$ cat src/rtl/i2c_scl_generator.sv
// I2C SCL generator: four equal quarter-phases per SCL period, with single-cycle phase ticks.
// Optional clock stretching is built in when I2C_SCL_STRETCH_EN is defined.
module i2c_scl_generator #(
    parameter int DIV_W   = 10,
    parameter int DIV_SM  = 124,
    parameter int DIV_FM  = 31,
    parameter int DIV_FMP = 12,
    parameter int DIV_HS  = 3
) (
    input  logic       clk,
    input  logic       reset,
    input  logic       en,
    input  logic [1:0] freq_mode,
    input  logic       scl_in,
    output logic       scl_out,
    output logic       fall_tick,
    output logic       data_tick,
    output logic       rise_tick,
    output logic       sample_tick,
    output logic [1:0] phase,
    output logic       stretching
);

    typedef enum logic [1:0] {
        PH_LOW0  = 2'd0,
        PH_LOW1  = 2'd1,
        PH_HIGH0 = 2'd2,
        PH_HIGH1 = 2'd3
    } phase_t;

    generate
        if (DIV_SM >= (1 << DIV_W) || DIV_FM >= (1 << DIV_W) ||
            DIV_FMP >= (1 << DIV_W) || DIV_HS >= (1 << DIV_W)) begin : g_div_range
            $error("i2c_scl_generator: a DIV_* terminal count does not fit in DIV_W bits");
        end
    endgenerate

    function automatic logic [DIV_W-1:0] div_sel(input logic [1:0] mode);
        logic [DIV_W-1:0] d;
        case (mode)
            2'b00:   d = DIV_W'(DIV_SM);
            2'b01:   d = DIV_W'(DIV_FM);
            2'b10:   d = DIV_W'(DIV_FMP);
            default: d = DIV_W'(DIV_HS);
        endcase
        return d;
    endfunction

    logic [DIV_W-1:0] cnt_r, cnt_nx;
    logic [DIV_W-1:0] div_r, div_nx;
    phase_t           ph_r, ph_nx;
    logic [3:0]       tick_r, tick_nx;
    logic             hold;

`ifdef I2C_SCL_STRETCH_EN
    // A slave keeping SCL low after we released it freezes the high quarter.
    assign hold = en && (ph_r == PH_HIGH0) && !scl_in;
`else
    logic unused_scl_in;
    assign unused_scl_in = scl_in;
    assign hold          = 1'b0;
`endif

    always_comb begin
        cnt_nx  = cnt_r;
        ph_nx   = ph_r;
        div_nx  = div_r;
        tick_nx = 4'b0000;
        if (!en) begin
            cnt_nx = '0;
            ph_nx  = PH_HIGH1;
            div_nx = div_sel(freq_mode);
        end else if (!hold) begin
            if (cnt_r == div_r) begin
                cnt_nx = '0;
                ph_nx  = phase_t'(ph_r + 2'd1);
                case (ph_r)
                    PH_HIGH1: begin
                        tick_nx[0] = 1'b1;
                        // Divider only changes at a period boundary so no quarter is ever malformed.
                        div_nx     = div_sel(freq_mode);
                    end
                    PH_LOW0:  tick_nx[1] = 1'b1;
                    PH_LOW1:  tick_nx[2] = 1'b1;
                    default:  tick_nx[3] = 1'b1;
                endcase
            end else begin
                cnt_nx = cnt_r + 1'b1;
            end
        end
    end

    always_ff @(posedge clk) begin
        if (reset) begin
            cnt_r  <= '0;
            ph_r   <= PH_HIGH1;
            div_r  <= DIV_W'(DIV_SM);
            tick_r <= 4'b0000;
        end else begin
            cnt_r  <= cnt_nx;
            ph_r   <= ph_nx;
            div_r  <= div_nx;
            tick_r <= tick_nx;
        end
    end

    assign phase       = ph_r;
    assign scl_out     = ph_r[1];
    assign fall_tick   = tick_r[0];
    assign data_tick   = tick_r[1];
    assign rise_tick   = tick_r[2];
    assign sample_tick = tick_r[3];
    assign stretching  = hold;

endmodule

$ cat config.mk
export PLATFORM = sky130hd
export DESIGN_NAME = i2c_scl_generator
export DESIGN_NICKNAME = d
export VERILOG_FILES = /design/src/rtl/i2c_scl_generator.sv
export SDC_FILE = /design/constraint.sdc
export NUM_CORES = 1
export LEC_CHECK = 0
export CAP_MARGIN = 20
export CORE_MARGIN = 10
export CORE_UTILIZATION = 50
export DETAILED_ROUTE_END_ITERATION = 6
export PLACE_DENSITY = 0.75
export SYNTH_ARGS = -nofsm -noshare
export SYNTH_HDL_FRONTEND = slang
export SYNTH_SLANG_ARGS = --single-unit
export TNS_END_PERCENT = 100
$ cat constraint.sdc
create_clock -name clk -period 1.95 [get_ports clk]
set_input_delay 0.195 -clock clk [delete_from_list [all_inputs] [get_ports clk]]
set_output_delay 0.195 -clock clk [all_outputs]
set_load 0.005 [all_outputs]
==> results_dict.tcl <==
set metrics [dict create \
    yosysWarnings 0 \
    ys_seq_elements 20 \
    postCtsSetupBuffers 0 \
    die_y_um 63.3 \
    dr.pass1.iters 4 \
    clock_latency_ns 0.29 \
    post_cts_resized 0 \
    holdWs_ns 0.506 \
    ant_nets 0 \
    pre_cts_ws_ns 0.282 \
    critPathCaptureType "flip-flop" \
    hold_depth 1 \
    finalSetupViolCount 0 \
    fin_setup_tns_ns 0 \
    cts-root-buf "clkbuf_4" \
    cap_violations 0 \
    cts.path.max_buffers 2 \
    initial_utilization_pct 53.8 \
    placementRows 15 \
    antenna_found_initial 0 \
    path_clk_slew_ns 0.10 \
    io_pins 14 \
    syn-cell-area_um2 938 \
    hold_class "flip-flop to flip-flop" \
    p_int_mw 0.554 \
    synth_cells 103 \
    swShare_pct 21.3 \
    portBuffers 11 \
    worst_slack_ns 0.374 \
    rrSetupSlack_ns 0.37 \
    final_cell_mix "dfxtp_1 (20), nor2_1 (18), clkdlybuf4s50_1 (11), xnor2_1 (6)" \
    synth_nets 114 \
    max_freq_mhz 634 \
    grt_pass1_vias 667 \
    n_antenna_cell 0 \
    cts_hold_buf 0 \
    synth_largest_area_cell "dfxtp_1" \
    power.share.clock_pct 33.0 \
    htree_levels 1 \
    die_w_um 63.3 \
    fp.dieArea_um2 4010 \
    instances_no_fill 140 \
    yosys-top-cells-area "dfxtp_1 (43%), nor2_1 (7.2%), ha_1 (6.7%)" \
    num_vias 694 \
    drc 0 \
    period_share_pct 80.8 \
    grt_usage_pct 8.30 \
    crit_required_ns 2.14 \
    avgSynthCellArea_um2 9.11 \
    drt_iter0_markers 20 \
    nets 127 \
    critPathLaunchType "flip-flop" \
    worst-setup-path-type "flip-flop to flip-flop" \
    fillCellCount 152 \
    comb_power_share_pct 6.8 \
    post-route-util_pct 63.0 \
    p_sw_mw 0.149 \
    layout-drive-gt1-share_pct 7.83 \
    final_common_cell "dfxtp_1" \
    place_congestion 0.781 \
    wl_per_cell_um 11.4 \
    drv_slew 0 \
    post-route-cell-area_um2 1100 \
    arrival_ns 1.76 \
    synth-seq-area-share_pct 42.7 \
    dpl.hpwl_um 1260 \
    synth.top_cell.area_share_pct 42.7 \
    drt-vias-per-instance 4.96 \
    finClkSkew_ns 0.00308 \
    clock_sinks 20 \
    grt_max_degree 12 \
    cp_max_fo 7 \
    coreArea_um2 1750 \
    p_leak_nw 0.453 \
    peakVddDrop_mv 0.413 \
    wirelength_um 1590 \
    final-hold-violation-count 0 \
    placed_area_um2 1060 \
    outcome "completed" \
    cts_buffers 3 \
    seqPwrFrac_pct 60.1 \
    final.min_clock_period_ns 1.58 \
    rr_worst_depth 4 \
    placed_cells 136 \
    synth_cell_types 28 \
    area_growth_pct 17.2 \
    grt_overflow 0 \
    tritoncts "done" \
    grt_pass1_wl_um 2820 \
    total_power_mw 0.703 \
    pwr_density_cell_nw_per_um2 639 \
    rsz0062_at_grt "no" \
]
[cell type report]
cell class,instances,area (µm²),share of cell area (%)
multi-input combinational,74,495,45.1
inverter,5,18.8,1.71
timing repair buffer,12,118,10.7
sequential,20,400,36.4
tap,25,31.3,2.84
clock buffer,4,36.3,3.30
[cells by family after synthesis]
logic type | count (synthesis) | share of synthesized area (%)
AND/OR/NAND/NOR | 49 | 27.5
flip-flops | 20 | 42.7
XOR/XNOR | 9 | 8.40
buffers and inverters | 9 | 4.53
AO/OA/AOI/OAI | 6 | 5.60
adder cells (fa/ha/maj) | 5 | 6.67
multiplexers | 4 | 4.27
other | 1 | 0.400
[state kept, by name, indices dropped and copies added, names as in the netlist]
signal and count:
cnt_r 10, div_r 4, phase 2, tick_r 4
[synth_stat cells]
master     count
xor2_1         3
nor2b_1        2
nor3_2         1
conb_1         1
dfxtp_1       20
and3_2         1
nand4_1        1
o31ai_1        2
o41a_1         1
o21ai_1        1
inv_1          5
nand2_1        3
ha_1           5
nor4b_2        1
buf_4          2
buf_1          1
and2_1         4
and3_1         5
nor2_1        18
a2bb2oi_1      1
mux2i_1        4
nand3_1        5
nor3_1         4
or4_1          1
buf_2          1
nand2b_1       3
xnor2_1        6
o22ai_2        1
[layer usage]
layer,GRT usage [%],share of wire [%],up-vias
li1,-,-,367
met2,13.4,48,12
met3,4.42,6.1,0
met1,9.74,46,315
met5,0,0,-
met4,0.820,0,0
[path summary, 6_finish.rpt]
check                              start  endpoint
worst max-delay path            cnt_r[2]  div_r[3]
worst max register to register  cnt_r[2]  div_r[3]
worst min-delay path            cnt_r[0]  cnt_r[0]
worst min register to register  cnt_r[0]  cnt_r[0]
[power by group through the flow]
stage / clock network, mW / registers (mW) / logic (mW)
finish: 0.232 / 0.423 / 0.0481
floorplan: 0 / 0.430 / 0.0345
CTS: 0.244 / 0.423 / 0.0487
global route: 0.256 / 0.424 / 0.0545
global placement: 0 / 0.432 / 0.0466
detailed placement: 0 / 0.432 / 0.0482
[critical path: stages (launching register included)]
cell and delay, ns:
dfxtp_1 0.46, and3_1 0.20, o22ai_2 0.11, o41a_1 0.53
mux2i_1 0.16
(Power assumes the default switching activity.)
